==> src/rtl/qif_pkg.sv <==
// Shared types and helpers for the time-multiplexed QIF neuron array.
package qif_pkg;

    // Widest channel index the spike event can carry.
    localparam int unsigned MAX_CH_W = 8;

    // Bits needed to index n items (at least one bit).
    function automatic int unsigned ch_w(input int unsigned n);
        return (n <= 1) ? 1 : $clog2(n);
    endfunction

    // Spike event as emitted by the write-back stage.
    typedef struct packed {
        logic                valid;
        logic [MAX_CH_W-1:0] ch;
    } spike_evt_t;

    // Clamp a wide signed value into the signed range of w bits.
    function automatic logic signed [63:0] saturate(input logic signed [63:0] x,
                                                    input int unsigned      w);
        logic signed [63:0] hi;
        logic signed [63:0] lo;
        hi = (64'sd1 <<< (w - 1)) - 64'sd1;
        lo = -hi - 64'sd1;
        if (x > hi) return hi;
        if (x < lo) return lo;
        return x;
    endfunction

endpackage

==> src/rtl/qif_neuron_array_update.sv <==
// Combinational stage-2 math: refractory hold, quadratic sum, threshold, clamp.
module qif_update
    import qif_pkg::*;
#(
    parameter int unsigned WIDTH   = 8,
    parameter int unsigned SHIFT   = 4,
    parameter int          V_PEAK  = 96,
    parameter int          V_RESET = -32,
    parameter int unsigned REFRAC  = 2,
    parameter int unsigned RC_W    = 2
) (
    input  logic signed [WIDTH-1:0]   v,
    input  logic signed [WIDTH-1:0]   cur,
    input  logic        [RC_W-1:0]    rc,
    input  logic        [2*WIDTH-1:0] sq,
    output logic signed [WIDTH-1:0]   v_next,
    output logic        [RC_W-1:0]    rc_next,
    output logic                      spike
);

    localparam int unsigned SW = 2 * WIDTH + 2;
    localparam logic signed [SW-1:0] PEAK = SW'(V_PEAK);

    logic signed [SW-1:0] sum;

    assign sum = SW'(v) + $signed({2'b00, sq >> SHIFT}) + SW'(cur);

    // Next potential, refractory count and spike flag for the visited channel.
    always_comb begin
        v_next  = WIDTH'(V_RESET);
        rc_next = '0;
        spike   = 1'b0;
        if (rc != '0) begin
            rc_next = rc - RC_W'(1);
        end else if (sum >= PEAK) begin
            spike   = 1'b1;
            rc_next = RC_W'(REFRAC);
        end else begin
            v_next = WIDTH'(saturate(64'(sum), WIDTH));
        end
    end

endmodule

==> src/rtl/qif_neuron_array.sv <==
// N_CH quadratic integrate-and-fire neurons sharing one two-stage datapath.
module qif_neuron_array
    import qif_pkg::*;
#(
    parameter int unsigned WIDTH   = 8,
    parameter int unsigned N_CH    = 4,
    parameter int unsigned SHIFT   = 4,
    parameter int          V_PEAK  = 96,
    parameter int          V_RESET = -32,
    parameter int unsigned REFRAC  = 2,
    parameter int unsigned CNT_W   = 16,
    localparam int unsigned CH_W   = ch_w(N_CH)
) (
    input  logic                    clk,
    input  logic                    rst_n,
    input  logic                    ena,
    input  logic                    wr_en,
    input  logic        [CH_W-1:0]  wr_ch,
    input  logic signed [WIDTH-1:0] wr_data,
    input  logic        [CH_W-1:0]  mon_ch,
    output logic signed [WIDTH-1:0] v_mon,
    output logic                    spike_valid,
    output logic        [CH_W-1:0]  spike_ch,
    output logic        [CNT_W-1:0] spike_cnt
);

    localparam int unsigned RC_W = ch_w(REFRAC + 1);

    // Per-channel state.
    logic signed [WIDTH-1:0] v_q  [N_CH];
    logic signed [WIDTH-1:0] i_q  [N_CH];
    logic        [RC_W-1:0]  rc_q [N_CH];

    logic [CH_W-1:0] ptr;

    // Stage 1 registers.
    logic                    s1_valid;
    logic [CH_W-1:0]         s1_ch;
    logic signed [WIDTH-1:0] s1_v;
    logic signed [WIDTH-1:0] s1_i;
    logic [RC_W-1:0]         s1_rc;
    logic [2*WIDTH-1:0]      s1_sq;

    spike_evt_t spk_q;

    logic signed [2*WIDTH-1:0] v_ext;
    logic        [2*WIDTH-1:0] sq_now;

    logic signed [WIDTH-1:0] upd_v;
    logic        [RC_W-1:0]  upd_rc;
    logic                    upd_spike;

    // Square of the channel being captured; v*v is never negative.
    always_comb begin
        v_ext  = {{WIDTH{v_q[ptr][WIDTH-1]}}, v_q[ptr]};
        sq_now = v_ext * v_ext;
    end

    qif_update #(
        .WIDTH   (WIDTH),
        .SHIFT   (SHIFT),
        .V_PEAK  (V_PEAK),
        .V_RESET (V_RESET),
        .REFRAC  (REFRAC),
        .RC_W    (RC_W)
    ) u_update (
        .v       (s1_v),
        .cur     (s1_i),
        .rc      (s1_rc),
        .sq      (s1_sq),
        .v_next  (upd_v),
        .rc_next (upd_rc),
        .spike   (upd_spike)
    );

    // Pointer, stage-1 capture, write-back, spike event and counter.
    // The write-back target (s1_ch) always differs from ptr because N_CH >= 2.
    always_ff @(posedge clk) begin
        if (!rst_n) begin
            ptr       <= '0;
            s1_valid  <= 1'b0;
            s1_ch     <= '0;
            s1_v      <= '0;
            s1_i      <= '0;
            s1_rc     <= '0;
            s1_sq     <= '0;
            spk_q     <= '0;
            spike_cnt <= '0;
            for (int unsigned c = 0; c < N_CH; c++) begin
                v_q[c]  <= WIDTH'(V_RESET);
                rc_q[c] <= '0;
            end
        end else begin
            spk_q.valid <= 1'b0;
            if (ena) begin
                if (s1_valid) begin
                    v_q[s1_ch]  <= upd_v;
                    rc_q[s1_ch] <= upd_rc;
                    if (upd_spike) begin
                        spk_q.valid <= 1'b1;
                        spk_q.ch    <= MAX_CH_W'(s1_ch);
                        if (spike_cnt != '1)
                            spike_cnt <= spike_cnt + CNT_W'(1);
                    end
                end
                s1_valid <= 1'b1;
                s1_ch    <= ptr;
                s1_v     <= v_q[ptr];
                s1_i     <= i_q[ptr];
                s1_rc    <= rc_q[ptr];
                s1_sq    <= sq_now;
                ptr      <= (ptr == CH_W'(N_CH - 1)) ? '0 : ptr + CH_W'(1);
            end
        end
    end

    // Input-current registers, writable regardless of ena.
    always_ff @(posedge clk) begin
        if (!rst_n) begin
            for (int unsigned c = 0; c < N_CH; c++)
                i_q[c] <= '0;
        end else if (wr_en) begin
            i_q[wr_ch] <= wr_data;
        end
    end

    // Registered monitor copy of the selected channel's potential.
    always_ff @(posedge clk) begin
        if (!rst_n)
            v_mon <= WIDTH'(V_RESET);
        else
            v_mon <= v_q[mon_ch];
    end

    assign spike_valid = spk_q.valid;
    assign spike_ch    = CH_W'(spk_q.ch);

endmodule

==> config.mk <==
export PLATFORM = sky130hd
export DESIGN_NAME = qif_neuron_array
export DESIGN_NICKNAME = d
export VERILOG_FILES = /design/src/rtl/qif_pkg.sv /design/src/rtl/qif_neuron_array_update.sv /design/src/rtl/qif_neuron_array.sv
export SDC_FILE = /design/constraint.sdc
export NUM_CORES = 1
export LEC_CHECK = 0
export ABC_AREA = 1
export BUFFER_PORTS_ARGS = -buffer_cell sky130_fd_sc_hd__clkbuf_2
export CAP_MARGIN = 10
export CORE_ASPECT_RATIO = 1.4
export CORE_UTILIZATION = 52
export CTS_CLUSTER_SIZE = 40
export DETAILED_ROUTE_END_ITERATION = 16
export PLACE_DENSITY = 0.69
export SLEW_MARGIN = 20
export SYNTH_ARGS = -nofsm -noshare
export SYNTH_HDL_FRONTEND = slang
export SYNTH_HIERARCHICAL = 1
export SYNTH_SLANG_ARGS = --single-unit
==> constraint.sdc <==
create_clock -name clk -period 10.75 [get_ports clk]
set_input_delay 2.15 -clock clk [delete_from_list [all_inputs] [get_ports clk]]
set_output_delay 2.15 -clock clk [all_outputs]
set_load 0.01 [all_outputs]
==> impl_metrics.ini, run 1 <==
[global_route]
grt.overflow.total = 0
grt_max_degree = 51
grt_usage_pct = 24.9
antenna_found_initial = 0
grt_pass1_vias = 7711
grt_pass1_wl_um = 36300

[setup_path]
crit_type = reg -> reg
cp-end-kind = flop
start_kind = flop
cpPeakStageDelay_ns = 0.75
critical_path_required_ns = 11.06
path_common_cell = inv_1
critPathSlowestCell = dfxtp_1
arrival_ns = 5.78
crit_fanout = 21
r2r_cells = 23
cp_cell_sequence = inv_2 > nand2_1 > o211ai_1 > nand2_1 > nor2_1 > fa_1 > inv_1 > fa_1 > inv_1 > fa_1 > inv_1 > fa_1 > inv_1 > ha_1 > nand2_1 > nor2_1 > nand3_1 > inv_1 > nor2_1 > nand2_1 > nand3_1 > nand2_1 > inv_1
r2r_slack_ns = 5.29
r2r-end = s1_sq[15]

[sta]
finalMaxSlewViolations = 0
period_share_pct = 50.8
rsz0062_at_grt = false
hold_viol_final = 0
tns_ns = 0
finalSetupViolations = 0
skew_ns = 0.0151
max_slew_margin_pct = 45.5
fin_crit_ns = 5.46
max_freq_ghz = 0.183
setup_slack_ns = 5.29
tightest_slew_ns = 0.817

[final_layout]
diodes = 0
final_common_cell = nand2_1
multi_input_area_mm2 = 0.00517
syn_to_final_growth_pct = 9.57
drive_gt1_share_pct = 8.92
register_area_mm2 = 0.00344
n_fill_cell = 1682
most-common-layout-cells = nand2_1, inv_1, nor2_1
fin_nets = 1404

[yosys]
syn_avg_cell_area_um2 = 7.64
synth_area_mm2 = 0.00963
yosysWarnings = 6
syn_inst = 1260
syn_nets = 1376

[drt]
via_count = 7960
antenna_left = 0
drt_iter0_drc = 424
wl_per_cell_um = 14.3
dr.pass1.iters = 4
vias_per_cell = 5.17
drc_errors = 0
drt_wl_total_um = 22100

[clock_network]
clkLatencyLatePin_ns = 0.42
ctsHtreeMaxLevel = 4
cts-resized-gates = 0
clk_pin_slew_ns = 0.06
cts_tree = done
root_buffer = clkbuf_16
clockBufferDepth = 2
numCtsBuffers = 17
postCtsHoldBufs = 0
cts.sinks = 136
cts_setup_buffers = 0

[placement]
gp_congestion = 0.901
hpwlAfterDp_um = 16900
pre_cts_ws_ns = 5.32
port-buffer-count = 42

[floorplanning]
start_util_pct = 53.3
rows = 58
die_w_um = 117
die_h_um = 163
ioPinCount = 43
core_area_mm2 = 0.0181
dieArea_mm2 = 0.0191

[hold_path]
hold_class = reg -> reg
hp-start = s1_v[1]
whs_endpoint = s1_v[1]
min_path_cells = 2

[outcome]
outcome = finished, final reports clean

[power]
power_density_mw_per_mm2 = 303
power_mw = 3.20
ir_drop_uv = 195
leakage_nw = 5.13

[job]
maxCapViolations = 0
==> worst max-delay path: cells and delay by family, from the launching register on <==
kind | cells | cell delay (ns)
AOI/OAI and AO/OA | 1 | 0.08
adders and majority gates | 5 | 2.68
buffers and inverters | 7 | 0.67
DFF | 1 | 0.75
and+or+nand+nor | 10 | 1.19
==> report_power, final <==
part	leakage (nW)	switching (mW)	internal, mW
logic	3.64	1.26	0.751
registers	1.21	0.0331	0.592
clock network	0.277	0.234	0.323
==> metrics by stage <==
step | area [um2] | utilization (%) | hold slack (ns) | cells
finish | 10600 | 58.4 | 0.484 | 1541
global placement | 10000 | 55.3 | 0.454 | 1509
detailed placement | 10000 | 55.3 | 0.464 | 1509
floorplan | 9630 | - | 0.445 | 1260
CTS | 10600 | 58.4 | 0.478 | 1541
global route | 10600 | 58.4 | 0.501 | 1541
==> cell type report <==
type | count | area share (%)
clock inverters | 13 | 1.09
repair buffers | 44 | 2.13
multi-input cells | 860 | 49.0
flip-flops and latches | 136 | 32.6
inverters | 229 | 8.15
well taps | 240 | 2.85
clock buffers | 19 | 4.14
==> state kept, by name (all words and copies together), names as in the netlist, named ones only <==
register,count
i_q,32
ptr,2
rc_q,8
s1_ch,2
s1_i,8
s1_rc,2
s1_sq,12
s1_v,8
s1_valid,1
spike_ch,2
spike_cnt,16
spike_valid,1
v_mon,8
v_q,32
==> how the worst max path moves through the flow <==
stage	from	cells past startpoint	end	slack, ns
after global placement	flop	21	s1_sq[15]	5.45
final	flop	23	s1_sq[15]	5.29
after global routing	flop	21	s1_sq[14]	4.93
after floorplan	flop	23	s1_sq[14]	6.18
after CTS	flop	23	s1_sq[15]	5.32
after detailed placement	flop	23	s1_sq[15]	5.32
==> metal layers <==
metal | wire length [um] | global-route usage, % | share of wire [%] | vias up
met4 | 459 | 8.69 | 2.1 | 0
met5 | 0 | 0 | 0 | -
li1 | - | - | - | 4009
met1 | 8700 | 28.1 | 39 | 3750
met2 | 12100 | 46.7 | 55 | 174
met3 | 816 | 3.60 | 3.7 | 27
Note: power is estimated with default switching activity, not from simulation.
==> run 2, diff against run 1 <==
- PLACE_DENSITY: 0.69 -> 0.72
- clock period: 10.75 -> 5 ns (I/O delays scaled with it)
==> run 2 against run 1 <==
Sequential share of layout area fell by 0.32 points; utilization up 0.65 points; critical path depth is 1 higher; hold slack worse by 0.0021 ns; die area stayed put; setup slack worse by 5.0 ns; routed wire length decreased by 2.0%; final cell count up 0.71%.
==> impl_metrics.ini, run 2 (same netlist as run 1, synthesis figures left out) <==
[outcome]
outcome = finished, final reports clean

[global_route]
grt_pass1_wl_um = 35800
antenna_found_initial = 0
grt_pass1_vias = 7843
grt.overflow.total = 0
grt_usage_pct = 24.4
grt_max_degree = 50

[hold_path]
whs_endpoint = s1_v[1]
hold_class = reg -> reg
hp-start = s1_v[1]
min_path_cells = 2

[sta]
setup_slack_ns = 0.282
hold_viol_final = 0
rsz0062_at_grt = true
period_share_pct = 94.4
max_slew_margin_pct = 48.8
hold_ws_ns = 0.481
tns_ns = 0
finalSetupViolations = 0
max_freq_ghz = 0.212
tightest_slew_ns = 0.761
skew_ns = 0.0135
fin_crit_ns = 4.72
finalMaxSlewViolations = 0

[drt]
wl_per_cell_um = 13.9
drt_iter0_drc = 357
via_count = 7998
drt_wl_total_um = 21600
antenna_left = 0
dr.pass1.iters = 5
vias_per_cell = 5.15
drc_errors = 0

[placement]
hpwlAfterDp_um = 16700
port-buffer-count = 42
gp_congestion = 0.948
pre_cts_ws_ns = 0.120
dp.cells = 1519

[clock_network]
cts_tree = done
clkLatencyLatePin_ns = 0.43
root_buffer = clkbuf_16
clockBufferDepth = 2
ctsHtreeMaxLevel = 4
cts.sinks = 136
clk_pin_slew_ns = 0.06
numCtsBuffers = 17
postCtsHoldBufs = 0

[final_layout]
drive_gt1_share_pct = 10.2
most-common-layout-cells = nand2_1, inv_1, nor2_1
instances_no_fill = 1552
reg_top3 = i_q x32, v_q x32, spike_cnt x16
diodes = 0
final_common_cell = nand2_1
syn_to_final_growth_pct = 10.8
fin_nets = 1415

[setup_path]
start_kind = flop
crit_type = reg -> reg
r2r_cells = 24
critical_path_required_ns = 5.33
crit_fanout = 10
r2r_slack_ns = 0.28
cp-end-kind = flop
r2r-end = s1_sq[13]
arrival_ns = 5.05

[power]
power_density_mw_per_mm2 = 654
ir_drop_uv = 423
power_mw = 6.98
leakage_nw = 5.17

[floorplanning]
die_h_um = 163
core_area_mm2 = 0.0181
dieArea_mm2 = 0.0191
start_util_pct = 53.3
ioPinCount = 43
die_w_um = 117
rows = 58

[job]
maxCapViolations = 0
run 2: cell count changes in the layout (fill, tap and decap cells not counted), sizes merged:
cell,before,now
buf,2,13
inv,237,235
clkinv,3,6
clkbuf,61,60
run 2: cell type report:
class	instances	area [um2]
Multi-Input combinational cell	860	5200
Fill cell	1641	7400
Timing Repair Buffer	55	308
Clock inverter	14	120
Clock buffer	18	429
Tap cell	240	300
Sequential cell	136	3450
Inverter	229	862
run 2: per-layer routing:
metal / global-route usage [%] / up-vias / share of wire [%]
li1: - / 4039 / -
met1: 26.5 / 3715 / 38
met2: 45.6 / 193 / 54
met3: 4.08 / 51 / 4.3
met4: 10.6 / 0 / 3.5
met5: 0 / - / 0
run 2: worst max path at each step:
stage	slack (ns)	cells after the start	end
after floorplan	0.43	23	s1_sq[14]
after global placement	0.19	22	s1_sq[14]
after detailed placement	0.12	23	s1_sq[15]
after CTS	0.11	22	s1_sq[14]
after global routing	-0.11	24	s1_sq[13]
final	0.28	24	s1_sq[13]
run 2: power breakdown:
group / leakage (nW) / switching, mW / total (mW) / internal (mW)
clock network: 0.269 / 0.504 / 1.19 / 0.686
logic: 3.69 / 2.76 / 4.45 / 1.69
registers: 1.21 / 0.0638 / 1.34 / 1.27
total: 5.17 / 3.33 / 6.98 / 3.65
run 2: worst max-delay path, cell delays in order (launching register included):
cell     delay (ns)
dfxtp_1        0.33
buf_4          0.17
a21oi_1        0.17
o21ai_0        0.17
nand2_2        0.24
nor2_1         0.11
ha_1           0.39
inv_1          0.17
fa_1           0.55
inv_1          0.05
fa_1           0.48
inv_1          0.07
fa_1           0.54
inv_1          0.04
ha_1           0.34
nand2_1        0.08
nand2_1        0.10
a21oi_2        0.17
nand2_1        0.09
nand2_1        0.09
nand2_1        0.05
nand2_1        0.05
nand3_1        0.06
nand2_1        0.08
inv_1          0.03
run 2: metrics by stage:
stage | util (%) | area, um2
floorplan | - | 9630
global placement | 55.8 | 10100
detailed placement | 55.8 | 10100
CTS | 58.8 | 10600
global route | 59.1 | 10700
finish | 59.1 | 10700
run 2: repair_timing:
action	in CTS	in global routing
setup endpoints to repair	0	6
resized for setup	0	12
setup buffers	0	1
==> run 3, diff against run 2 <==
- ABC_AREA: 1 -> default
- SKIP_LAST_GASP: default -> 1
==> run 3 against run 2 <==
Hold slack improved by 0.0026 ns; largest cell class unchanged; count of clock-buffer cells in the layout grew 5; highest routed layer unchanged; clock skew up 0.0026 ns; combinational power is 19% lower; register-to-register slack lost 0.08 ns; die area is 4.3% lower; clock power grew 7%; routed wire length fell by 12%.
==> impl_metrics.ini, run 3 <==
[drt]
wl_per_cell_um = 16.6
drt_wl_total_um = 19100
drc_errors = 0
via_count = 6273
antenna_left = 0
dr.pass1.iters = 4
drt_iter0_drc = 314
vias_per_cell = 5.45

[power]
ir_drop_uv = 482
leakage_nw = 4.44
power_density_mw_per_mm2 = 587
power_mw = 6.21

[placement]
port-buffer-count = 42
dp.cells = 1114
postPlaceCellArea_mm2 = 0.00982
hpwlAfterDp_um = 14500
gp_congestion = 0.903
pre_cts_ws_ns = -0.0646

[final_layout]
final_cell_area_mm2 = 0.0106
most-common-layout-cells = inv_1, and2_1, edfxtp_1
drive_gt1_share_pct = 20.3
syn_to_final_growth_pct = 14.8
register_area_mm2 = 0.00345
n_fill_cell = 1439
diodes = 0
final_common_cell = inv_1
multi_input_area_mm2 = 0.00532
fin_nets = 1019
final_core_util_pct = 61.0
reg_top3 = i_q x32, v_q x32, spike_cnt x16
instances_no_fill = 1152

[sta]
fin_crit_ns = 4.80
skew_ns = 0.0160
setup_slack_ns = 0.201
max_freq_ghz = 0.208
tns_ns = 0
finalMaxSlewViolations = 0
period_share_pct = 96.0
hold_ws_ns = 0.484
max_slew_margin_pct = 44.8
finalSetupViolations = 0
hold_viol_final = 0
tightest_slew_ns = 0.822

[yosys]
syn_nets = 955
yosysWarnings = 6
syn_inst = 839
syn_avg_cell_area_um2 = 11.0
synth_area_mm2 = 0.00921

[setup_path]
r2r_cells = 18
r2r_slack_ns = 0.20
critical_path_required_ns = 5.31
arrival_ns = 5.11
r2r-end = s1_sq[14]
start_kind = flop
crit_type = reg -> reg
cp-end-kind = flop
crit_fanout = 8

[floorplanning]
dieArea_mm2 = 0.0183
rows = 57
core_area_mm2 = 0.0173
start_util_pct = 53.2
ioPinCount = 43
die_h_um = 159
die_w_um = 114

[job]
maxCapViolations = 0

[hold_path]
hp-start = s1_sq[6]
min_path_cells = 1
hold_class = reg -> reg
whs_endpoint = s1_sq[6]

[clock_network]
clk_pin_slew_ns = 0.06
numCtsBuffers = 17
ctsHtreeMaxLevel = 4
clockBufferDepth = 2
postCtsHoldBufs = 0
clkLatencyLatePin_ns = 0.43
root_buffer = clkbuf_16
cts.sinks = 136
cts_tree = done

[global_route]
grt_pass1_vias = 6408
grt_usage_pct = 22.3
grt.overflow.total = 0
grt_pass1_wl_um = 31500
antenna_found_initial = 0
grt_max_degree = 67

[outcome]
outcome = finished, final reports clean
[run 3: repair_timing]
| action | 4_1_cts | 5_1_grt |
|---|---|---|
| pin swaps | 1 | 10 |
| cloned | 0 | 0 |
| resized for setup | 2 | 31 |
| endpoints found under the setup margin | 1 | 6 |
| buffers inserted | 1 | 5 |
[run 3: report_power, final]
| part | total, mW | switching [mW] | internal, mW |
|---|---|---|---|
| combinational | 3.61 | 1.95 | 1.67 |
| clock | 1.27 | 0.507 | 0.762 |
| sequential | 1.33 | 0.0634 | 1.27 |
[run 3: layout make-up]
type	count	area share (%)
Clock buffer	23	5.04
Sequential cell	136	32.6
Timing Repair Buffer	83	5.05
Tap cell	236	2.79
Clock inverter	9	0.710
Inverter	99	3.51
Multi-Input combinational cell	566	50.3
[run 3: worst max-delay path: stages (launching register included)]
cell and delay, ns:
dfxtp_2 0.34, buf_12 0.14, mux4_2 0.60, buf_4 0.19, and2_1 0.16, ha_1 0.31, a21oi_1 0.09, fa_1 0.52
inv_1 0.04, ha_1 0.27, inv_1 0.06, fa_1 0.54, inv_1 0.07, fa_1 0.50, a211oi_2 0.25, o21ai_1 0.13
a31o_2 0.27, a21oi_1 0.14, o211ai_1 0.09
[run 3: layer usage]
layer  vias up  wire (um)  global-route usage [%]
met5         -          0                       0
met4         0        629                    9.39
met3        44        376                    3.77
met2        99      10400                    40.5
met1      3091       7730                    25.6
li1       3039          -                       -
[run 3: how the worst max path moves through the flow]
stage | start | to | slack (ns)
floorplan | flop | s1_sq[15] | 0.007
global placement | flop | s1_sq[13] | 0.02
detailed placement | flop | s1_sq[13] | -0.06
CTS | flop | s1_sq[15] | 0.007
global route | flop | s1_sq[14] | -0.002
finish | flop | s1_sq[14] | 0.20
